[src/rtl/noc_pkg.sv]
// Shared NoC definitions: packet width default and virtual-channel encoding.
package noc_pkg;
  localparam int DATA_WIDTH_DEF = 64;
  localparam int VC_BIT         = DATA_WIDTH_DEF - 1;
  localparam logic VC_EVEN      = 1'b0;
  localparam logic VC_ODD       = 1'b1;
  localparam int NUM_VC         = 2;
endpackage

[src/rtl/router_pe_port_vc_slot.sv]
// One-entry packet buffer: data register plus full flag.
module vc_slot #(
  parameter int W = 64
) (
  input  logic         clk,
  input  logic         reset,
  input  logic         wr,
  input  logic         clr,
  input  logic [W-1:0] wdata,
  output logic         full,
  output logic [W-1:0] data
);
  always_ff @(posedge clk or posedge reset) begin
    if (reset) begin
      full <= 1'b0;
      data <= '0;
    end else begin
      if (wr)       full <= 1'b1;
      else if (clr) full <= 1'b0;
      if (wr)       data <= wdata;
    end
  end
endmodule

[src/rtl/router_pe_port.sv]
// Router local port toward the NIC: per-VC injection/ejection slots whose
// even/odd roles swap each polarity phase between the NIC link and crossbar.
module router_pe_port
  import noc_pkg::*;
#(
  parameter int DATA_WIDTH = DATA_WIDTH_DEF,
  parameter int CNT_WIDTH  = 16
) (
  input  logic                  clk,
  input  logic                  reset,
  input  logic                  polarity,
  input  logic                  pesi,
  input  logic [DATA_WIDTH-1:0] pedi,
  output logic                  peri,
  output logic                  peso,
  output logic [DATA_WIDTH-1:0] pedo,
  input  logic                  pero,
  output logic                  inj_valid,
  output logic [DATA_WIDTH-1:0] inj_data,
  input  logic                  inj_grant,
  input  logic                  ej_valid,
  input  logic [DATA_WIDTH-1:0] ej_data,
  output logic                  ej_ready,
  output logic                  vc_err,
  output logic [CNT_WIDTH-1:0]  inj_count,
  output logic [CNT_WIDTH-1:0]  ej_count
);
  logic link_vc, core_vc;
  logic [NUM_VC-1:0] inj_full, ej_full;
  logic [NUM_VC-1:0] inj_wr, inj_clr, ej_wr, ej_clr;
  logic [NUM_VC-1:0][DATA_WIDTH-1:0] inj_buf, ej_buf;
  logic take, accept, bad_vc, inj_pop, ej_push, deliver;

  assign link_vc = polarity;
  assign core_vc = ~polarity;

  assign peri      = ~inj_full[link_vc];
  assign inj_valid = inj_full[core_vc];
  assign inj_data  = inj_buf[core_vc];
  assign ej_ready  = ~ej_full[core_vc];

  // A send while not ready is dropped silently, even with a bad VC bit.
  assign take    = pesi && peri;
  assign accept  = take && (pedi[DATA_WIDTH-1] == link_vc);
  assign bad_vc  = take && (pedi[DATA_WIDTH-1] != link_vc);
  assign inj_pop = inj_grant && inj_full[core_vc];
  assign ej_push = ej_valid && ~ej_full[core_vc];
  assign deliver = pero && ej_full[link_vc];

  always_comb begin
    inj_wr  = '0;
    inj_clr = '0;
    ej_wr   = '0;
    ej_clr  = '0;
    inj_wr[link_vc]  = accept;
    inj_clr[core_vc] = inj_pop;
    ej_wr[core_vc]   = ej_push;
    ej_clr[link_vc]  = deliver;
  end

  for (genvar i = 0; i < NUM_VC; i++) begin : g_vc
    vc_slot #(.W(DATA_WIDTH)) u_inj (
      .clk(clk), .reset(reset), .wr(inj_wr[i]), .clr(inj_clr[i]),
      .wdata(pedi), .full(inj_full[i]), .data(inj_buf[i])
    );
    vc_slot #(.W(DATA_WIDTH)) u_ej (
      .clk(clk), .reset(reset), .wr(ej_wr[i]), .clr(ej_clr[i]),
      .wdata(ej_data), .full(ej_full[i]), .data(ej_buf[i])
    );
  end

  always_ff @(posedge clk or posedge reset) begin
    if (reset) begin
      peso      <= 1'b0;
      pedo      <= '0;
      vc_err    <= 1'b0;
      inj_count <= '0;
      ej_count  <= '0;
    end else begin
      peso <= deliver;
      if (deliver) begin
        pedo     <= ej_buf[link_vc];
        ej_count <= ej_count + 1'b1;
      end
      if (accept) inj_count <= inj_count + 1'b1;
      if (bad_vc) vc_err    <= 1'b1;
    end
  end
endmodule

[config.mk]
export PLATFORM = sky130hd
export DESIGN_NAME = router_pe_port
export DESIGN_NICKNAME = d
export VERILOG_FILES = /design/src/rtl/noc_pkg.sv /design/src/rtl/router_pe_port_vc_slot.sv /design/src/rtl/router_pe_port.sv
export SDC_FILE = /design/constraint.sdc
export NUM_CORES = 1
export LEC_CHECK = 0
export ABC_AREA = 0
export BUFFER_PORTS_ARGS = -buffer_cell sky130_fd_sc_hd__buf_2
export CORE_UTILIZATION = 56
export DETAILED_ROUTE_END_ITERATION = 8
export GPL_TIMING_DRIVEN = 0
export PLACE_DENSITY = 0.91
export SLEW_MARGIN = 20
export SYNTH_ARGS = -nofsm -noshare
export SYNTH_HDL_FRONTEND = slang
export SYNTH_HIERARCHICAL = 1
export SYNTH_SLANG_ARGS = --single-unit
[constraint.sdc]
create_clock -name clk -period 4.7 [get_ports clk]
set_input_delay 1.175 -clock clk [delete_from_list [all_inputs] [get_ports clk]]
set_output_delay 1.175 -clock clk [all_outputs]
set_load 0.005 [all_outputs]
[After elaboration in Yosys (flattened, before gate mapping)]
Index checks and enable logic that the tools add are counted.
Word-level totals
  flip-flop bits (word level): 358
  input bits: 135
  output and inout port bits: 165
  logic and storage cells: 64
Cells by class
  $add $sub $neg: 2
  magnitude comparators: 4
  equal/unequal tests: 2
  mux-type cells: 24
  bitwise logic cells: 7
  reductions and logical operators: 12
Operators with widths (count)
  $mux W64: 4
  $add A16 B1 Y16 const B: 2
  $mux W1: 18
  $and A2 B2 Y2: 4
  $logic_and A1 B1 Y1: 8
  $reduce_bool A2 Y1: 4
  $lt A1 B2 Y1 const B: 2
  $not A1 Y1: 3
  $demux W1 S1: 2
  $ge A1 B1 Y1 const B: 2
  $eq A1 B1 Y1: 1
  $ne A1 B1 Y1: 1

[Longest topological paths before layout]
Gate-level depths: netlist of run 1.
  word-level depth: 8
  depth in mapped cells: 9
  gate-level depth less buffers: 5

[Hierarchy]
Netlist of run 1, hierarchy kept.
Modules (own cells, without submodules)
  vc_slot: instances 4, cells each 139, area an instance 2618.8 um^2, sequential area each 1626.6 um^2
  router_pe_port: instances 1, cells each 437, area an instance 5301.3 um^2, sequential area each 2452.4 um^2

[Least setup slack after synthesis of run 1]
No wires, ideal clock.
  path type: in2out
  from: in polarity
  to: out inj_data[40]
  arrival: 2.203 ns
  required time: 3.525 ns
  slack: 1.322 ns
  cell stages on the path: 4
  path buffers: 3
  cells stage by stage: buf_6 clkbuf_1 buf_2 mux2_2
Between the ends
  cells in the longest elaborated chain, start to end: 2
Ends and longest elaborated chain
  start: declaration: RTL line router_pe_port.sv:11  | input logic polarity,
  $mux W64 (not written as such) (2 in series): RTL line router_pe_port.sv:39  | assign inj_data = inj_buf[core_vc];
  end: declaration: RTL line router_pe_port.sv:19  | output logic [DATA_WIDTH-1:0] inj_data,
Every way passes these cells. The select of a mux whose other input is x is not followed.

[Worst setup path after layout of run 1]
  from: in polarity
  to: out inj_data[63]
The elaborated chain is that of the path after synthesis.

==> key figures, run 1 <==
Worst setup path
  – Critical path class: input pin to primary output
  – Critical path peak fanout: 10
  – Critical path arrival: just over 3000 ps
  – Critical path's largest stage delay: between 600 and 700 ps
  – Worst path cell trace: buf_6 > clkbuf_1 > clkbuf_1 > mux2_2 > buf_2
  – CP startpoint kind: input pin
  – R2R Setup Slk: around 2600 ps
  – Crit path launch: polarity
  – R2r startpoint: g_vc[1].u_ej/full
  – Crit path required time: 3520 ps
  – Slowest cell on crit path: clkbuf_1
  – Cell repeated most along the worst path: clkbuf_1
  – Critical Path End Type: primary output

Clock tree
  – Hold bufs inserted after CTS: 0
  – CTS Buffer Depth: 3
  – Total CTS buffers: 38
  – Worst-Skew Late Latency: 510 ps
  – CTS resizes: 0
  – CTS clock-pin slew for the worst setup and hold paths: about 60 ps
  – CTS tree: yes
  – Htree depth: 2
  – Root buffer cell: clkbuf_16
  – Post-CTS Setup Repair Bufs: 0
  – Clk sink count: 358

Floorplan
  – Initial Util: 0.568
  – I/O pin count: 300
  – Die height: between 150 and 200 um
  – Die ar.: a little under 30000 um2
  – Core ar.: between 20000 and 30000 um2
  – Rows: 61
  – Die W: 170 um

Pwr
  – Sw Pwr: 3.57 mW
  – Maximum VDD drop: 0.417 mV
  – Sequential power share: 0.436
  – Clock power frac: 0.238
  – Leakage: about 9.1 nW
  – Pwr dens: 651 nW/um2
  – Comb pwr share: 0.326
  – Sw Share: 0.287
  – Pint: 8.89 mW
  – Total power: 12.5 mW

STA
  – Tcrit/Tclk final: 0.902
  – Final WS setup: roughly 460 ps
  – Max-slew violations: 0
  – FMAX: 236 MHz
  – Clock skew: 16.6 ps
  – Final setup viols: 0
  – Measured slew at the worst slew-check pin: 814 ps
  – RSZ-0062 raised after global routing: no
  – Rel. slew slack: 0.457
  – Hold Violations, Final: 0
  – Minimum clock period: between 4000 and 5000 ps

Yosys
  – Post-synth top area share: 0.568
  – Cells after synthesis: between 900 and 1k
  – Synth Warn #: 6
  – Syn Area/Cell: 15.9 um2
  – Cell taking the most area after synthesis: dfrtp_1
  – Post-synthesis sequential area ratio: 0.568
  – Ys flop type: dfrtp_1
  – Syn nets: between 1k and 1.5k
  – Yosys reg bits: 358
  – Synth area leaders: dfrtp_1 57%, mux2_4 19%, mux2_2 9.0%
  – Async SR Flop Fraction: 1.00
  – Post-synthesis cell type count: 35
  – Cell Area, Synth: 15800 um2
  – Post-synth EDFFs: 0

Place
  – Worst slack, placed: 383 ps
  – Post-detail-place hpwl: 27300 um
  – Port Buffers: a little under 300
  – Placer congestion estimate: between 0.8 and 0.9

Routing
  – Via count: approximately 10k
  – DRT Wirelength: 40000 um
  – TritonRoute pass-1 iters: 5
  – First DRT Iteration DRCs: 600
  – Drt wl/cell: 22.9 um
  – Antenna Violating Nets Remaining: 0
  – DR vias/cell: roughly 5.7
  – # DRC: 0

Worst hold path
  – Worst hold path type: flop to flop
  – Min-delay src: ej_count[15]

Layout
  – Post-layout net count: 1473
  – Layout area overhead: 21.4%
  – Layout cells sized above 1: 0.546
  – Commonest non-fill, non-tap cells in the layout: 358 x dfrtp_1, 314 x buf_2, 196 x mux2_4
  – Most common cell after layout, fill and taps aside: dfrtp_1

Global route
  – Largest net degree at the start of global routing: 53
  – Total Routing Usage GR: 0.276
  – First-pass GRT wire length: 61300 um
  – Antenna violations before repair: 15
  – Vias in the first global route: 10.8k
  – Aggregate global routing overflow: 0

Run
  – Max Cap Viol: 0

Status
  – Status: finished clean
==> routing by layer <==
metal | wire length, um | vias to the layer above | global-route usage | share of wire
li1 | - | 4316 | - | -
met1 | 15400 | 5185 | 0.333 | 0.39
met2 | 20000 | 392 | 0.471 | 0.50
met3 | 3450 | 93 | 0.0851 | 0.086
met4 | 1080 | 10 | 0.0866 | 0.027
met5 | 58 | - | 0 | 0.0015
==> logic make-up after synthesis <==
logic type	after synthesis	share of synthesized area
adders and majority gates	2	0.00159
DFF	358	0.568
xor gates and xnor gates	31	0.0172
and+or+nand+nor	125	0.0525
buffers and inverters	79	0.0367
muxes	325	0.279
AOI/OAI and AO/OA	73	0.0450
==> cell type report <==
class,count,area (um2)
flip-flops and latches,358,8960
clock buffers,55,1140
plain buffers,66,531
fillers,1883,8630
clock inverters,9,101
inverters,13,63.8
well taps,378,473
repair buffers,303,1620
diodes,11,27.5
multi-input cells,556,6240
==> flip-flops by register name, indices dropped and copies added, names as in the netlist <==
register,flops
g_vc.u_inj/data,128
peso,1
pedo,64
inj_count,16
g_vc.u_ej/data,128
g_vc.u_ej/full,2
ej_count,16
vc_err,1
g_vc.u_inj/full,2
==> through the flow <==
stage	TNS [ps]	cells	instance area (um2)	util	hold WS, ps
after CTS	0	1738	19100	0.688	470
after detailed placement	0	1674	17900	0.644	458
after floorplan	0	993	15800	-	465
after global routing	0	1742	19100	0.689	497
after global placement	-52440	1669	17700	0.639	448
final	0	1749	19200	0.689	466
==> critical path, delay by kind of cell <==
| family | cells | cell delay [ps] |
|---|---|---|
| buffers and inverters | 4 | 1460 |
| muxes | 1 | 420 |
==> cells in the mapped netlist, types with 2 or more instances <==
| library cell | n |
|---|---|
| dfrtp_1 | 358 |
| mux2_4 | 196 |
| mux2_2 | 126 |
| nor3b_1 | 65 |
| a221o_1 | 64 |
| buf_6 | 35 |
| xnor2_1 | 17 |
| buf_2 | 16 |
| clkbuf_1 | 15 |
| nand2_1 | 14 |
| xor2_1 | 14 |
| inv_1 | 13 |
| nor2_1 | 11 |
| and3_1 | 7 |
| nor3_1 | 6 |
| nand3_1 | 5 |
| nand4_1 | 5 |
| a21o_1 | 4 |
| and3b_1 | 3 |
| ha_1 | 2 |
| mux2i_1 | 2 |
| o2111ai_1 | 2 |
==> path summary, 6_finish.rpt <==
| check | end | cells past startpoint |
|---|---|---|
| max | inj_data[63] | 5 |
| min | ej_count[15] | 1 |
| max reg2reg | pedo[41] | 4 |
| min reg2reg | ej_count[15] | 1 |
| max in group asynchronous | ej_count[12] | 3 |
| min in group asynchronous | g_vc[0].u_ej/data[51] | 2 |
==> power by group through the flow <==
| stage | Clock [mW] | Sequential, mW | Combinational, mW |
|---|---|---|---|
| after CTS | 3.01 | 5.42 | 4.08 |
| after detailed placement | 0 | 5.42 | 4.03 |
| after floorplan | 0 | 5.17 | 2.79 |
| after global routing | 3.12 | 5.58 | 4.35 |
| final | 2.96 | 5.44 | 4.06 |
| after global placement | 0 | 5.30 | 3.85 |
No activity file was read; power rests on OpenSTA's default activity.
==> inputs of run 2 (changes only) <==
--- a/config.mk
+++ b/config.mk
@@ -7,10 +7,11 @@
 export LEC_CHECK = 0
 export ABC_AREA = 0
 export BUFFER_PORTS_ARGS = -buffer_cell sky130_fd_sc_hd__buf_2
-export CORE_UTILIZATION = 56
+export CORE_UTILIZATION = 58
+export CTS_BUF_LIST = sky130_fd_sc_hd__clkbuf_8
 export DETAILED_ROUTE_END_ITERATION = 8
 export GPL_TIMING_DRIVEN = 0
-export PLACE_DENSITY = 0.91
+export PLACE_DENSITY = 0.93
 export SLEW_MARGIN = 20
 export SYNTH_ARGS = -nofsm -noshare
 export SYNTH_HDL_FRONTEND = slang
==> run 2 against run 1 <==
Global-route usage rose by 1.8 points. Sequential share of layout area rose by 0.45 points. Setup slack improved by 17 ps. Hold slack improved by 6.6 ps. Clock skew rose by 16 ps. Count of clock-buffer cells in the layout rose by 15. Largest cell class unchanged. Highest routed layer unchanged.
==> key figures, run 2 (synthesis gave the netlist of run 1 again) <==
Worst setup path
  – R2r startpoint: g_vc[1].u_ej/full
  – Crit path required time: 3520 ps
  – CP startpoint kind: input pin
  – Critical path class: input pin to primary output
  – Critical path arrival: 3050 ps
  – Crit path to: inj_data[63]
  – R2R Path End: pedo[39]
  – Critical Path End Type: primary output
  – Worst R2R Path Depth: 4
  – Critical path peak fanout: 10
  – Crit path launch: polarity
  – R2R Setup Slk: ~2600 ps

Layout
  – Layout cells sized above 1: 0.548
  – Layout area overhead: 20.2%
  – Final std cells w/o fill: ~1.7k
  – Post-layout net count: 1492
  – Most common cell after layout, fill and taps aside: dfrtp_1
  – Fillers: 1745
  – Commonest non-fill, non-tap cells in the layout: 358 x dfrtp_1, 314 x buf_2, 196 x mux2_4
  – Regs by FF count: g_vc.u_ej/data: 128 flops, g_vc.u_inj/data: 128 flops, pedo: 64 flops

Place
  – Post-detail-place hpwl: 27100 um
  – Port Buffers: 298
  – DP Cell Count: 1637
  – Worst slack, placed: 393 ps
  – Placer congestion estimate: 0.835

Routing
  – Drt wl/cell: 23.0 um
  – # DRC: 0
  – First DRT Iteration DRCs: between 600 and 700
  – TritonRoute pass-1 iters: 5
  – DRT Wirelength: between 40000 and 50000 um
  – DR vias/cell: around 5.8
  – Via count: 10.1k
  – Antenna Violating Nets Remaining: 0

Pwr
  – Leakage: ~9 nW
  – Maximum VDD drop: about 0.44 mV
  – Comb pwr share: 0.337
  – Clock power frac: 0.213
  – Sw Share: 0.301
  – Sw Pwr: around 3.6 mW
  – Pint: 8.46 mW
  – Sequential power share: 0.450
  – Pwr dens: 638 nW/um2

STA
  – FMAX: around 240 MHz
  – Rel. slew slack: 0.456
  – Clock skew: approximately 33 ps
  – Hold Violations, Final: 0
  – Measured slew at the worst slew-check pin: 816 ps
  – Setup TNS: 0 ps
  – Final setup viols: 0
  – Tcrit/Tclk final: 0.899
  – Minimum clock period: 4220 ps
  – Max-slew violations: 0
  – Final WS setup: around 480 ps
  – RSZ-0062 raised after global routing: no

Clock tree
  – Htree depth: 2
  – CTS clock-pin slew for the worst setup and hold paths: roughly 60 ps
  – CTS resizes: 0
  – CTS Buffer Depth: 3
  – Worst-Skew Late Latency: ~620 ps
  – Root buffer cell: clkbuf_8
  – CTS tree: yes
  – Clk sink count: 358
  – Post-CTS Setup Repair Bufs: 0
  – Total CTS buffers: 57
  – Hold bufs inserted after CTS: 0

Floorplan
  – Die W: 167 um
  – Die ar.: 27900 um2
  – I/O pin count: 300
  – Core ar.: between 20000 and 30000 um2
  – Die height: 167 um
  – Initial Util: 0.589
  – Rows: 60

Worst hold path
  – Worst hold path type: flop to flop

Global route
  – Total Routing Usage GR: 0.293
  – Aggregate global routing overflow: 0
  – Largest net degree at the start of global routing: 62
  – Antenna violations before repair: 9
  – Vias in the first global route: 11.3k
  – First-pass GRT wire length: 64300 um

Status
  – Status: finished clean

Run
  – Max Cap Viol: 0
run 2: changes by cell type in the layout (fill, tap and decap cells not counted), sizes merged:
cell / previous run / this run
bufinv: 2 / 0
clkbuf: 70 / 85
clkinv: 5 / 7
clkinvlp: 1 / 2
diode: 11 / 2
inv: 14 / 37
run 2: worst min path at each step:
stage / from / cells past startpoint / to / slack, ps
finish: ej_count[15] / 1 / ej_count[15] / 470
global route: ej_count[15] / 1 / ej_count[15] / 500
CTS: ej_count[15] / 1 / ej_count[15] / 470
detailed placement: ej_count[15] / 1 / ej_count[15] / 460
global placement: inj_count[15] / 1 / inj_count[15] / 460
floorplan: inj_count[15] / 1 / inj_count[15] / 460
run 2: cell type report:
class | count | area [um2] | area share
diodes | 2 | 5.00 | 0.000264
repair buffers | 303 | 1620 | 0.0855
well taps | 341 | 427 | 0.0225
plain buffers | 66 | 531 | 0.0280
clock inverters | 33 | 160 | 0.00844
inverters | 13 | 63.8 | 0.00336
flip-flops and latches | 358 | 8960 | 0.472
multi-input cells | 556 | 6240 | 0.329
clock buffers | 70 | 963 | 0.0508
run 2: power groups by stage:
stage	clock network, mW	registers [mW]	logic, mW
2_1_floorplan	0	5.17	2.79
3_3_place_gp	0	5.30	3.85
3_5_place_dp	0	5.42	4.02
4_1_cts	2.64	5.42	4.08
5_1_grt	2.76	5.59	4.35
6_report	2.58	5.44	4.08
run 2: per-layer routing:
layer	track usage	share of wire	up-vias
met3	0.0865	0.081	119
met1	0.374	0.40	5226
met4	0.107	0.033	8
met2	0.476	0.49	413
met5	0	0.0014	-
li1	-	-	4350
run 2: critical path, cell delays in order:
cell and delay, ps:
buf_6 130, clkbuf_1 620, clkbuf_1 570, mux2_2 420
buf_2 140
run 2: stage by stage:
step / power, mW / instance area [um2] / utilization / hold slack (ps)
floorplan: 7.96 / 15800 / - / 465
global placement: 9.15 / 17700 / 0.660 / 456
detailed placement: 9.44 / 17800 / 0.666 / 462
CTS: 12.1 / 19000 / 0.708 / 470
global route: 12.7 / 19000 / 0.708 / 502
finish: 12.1 / 19000 / 0.708 / 473
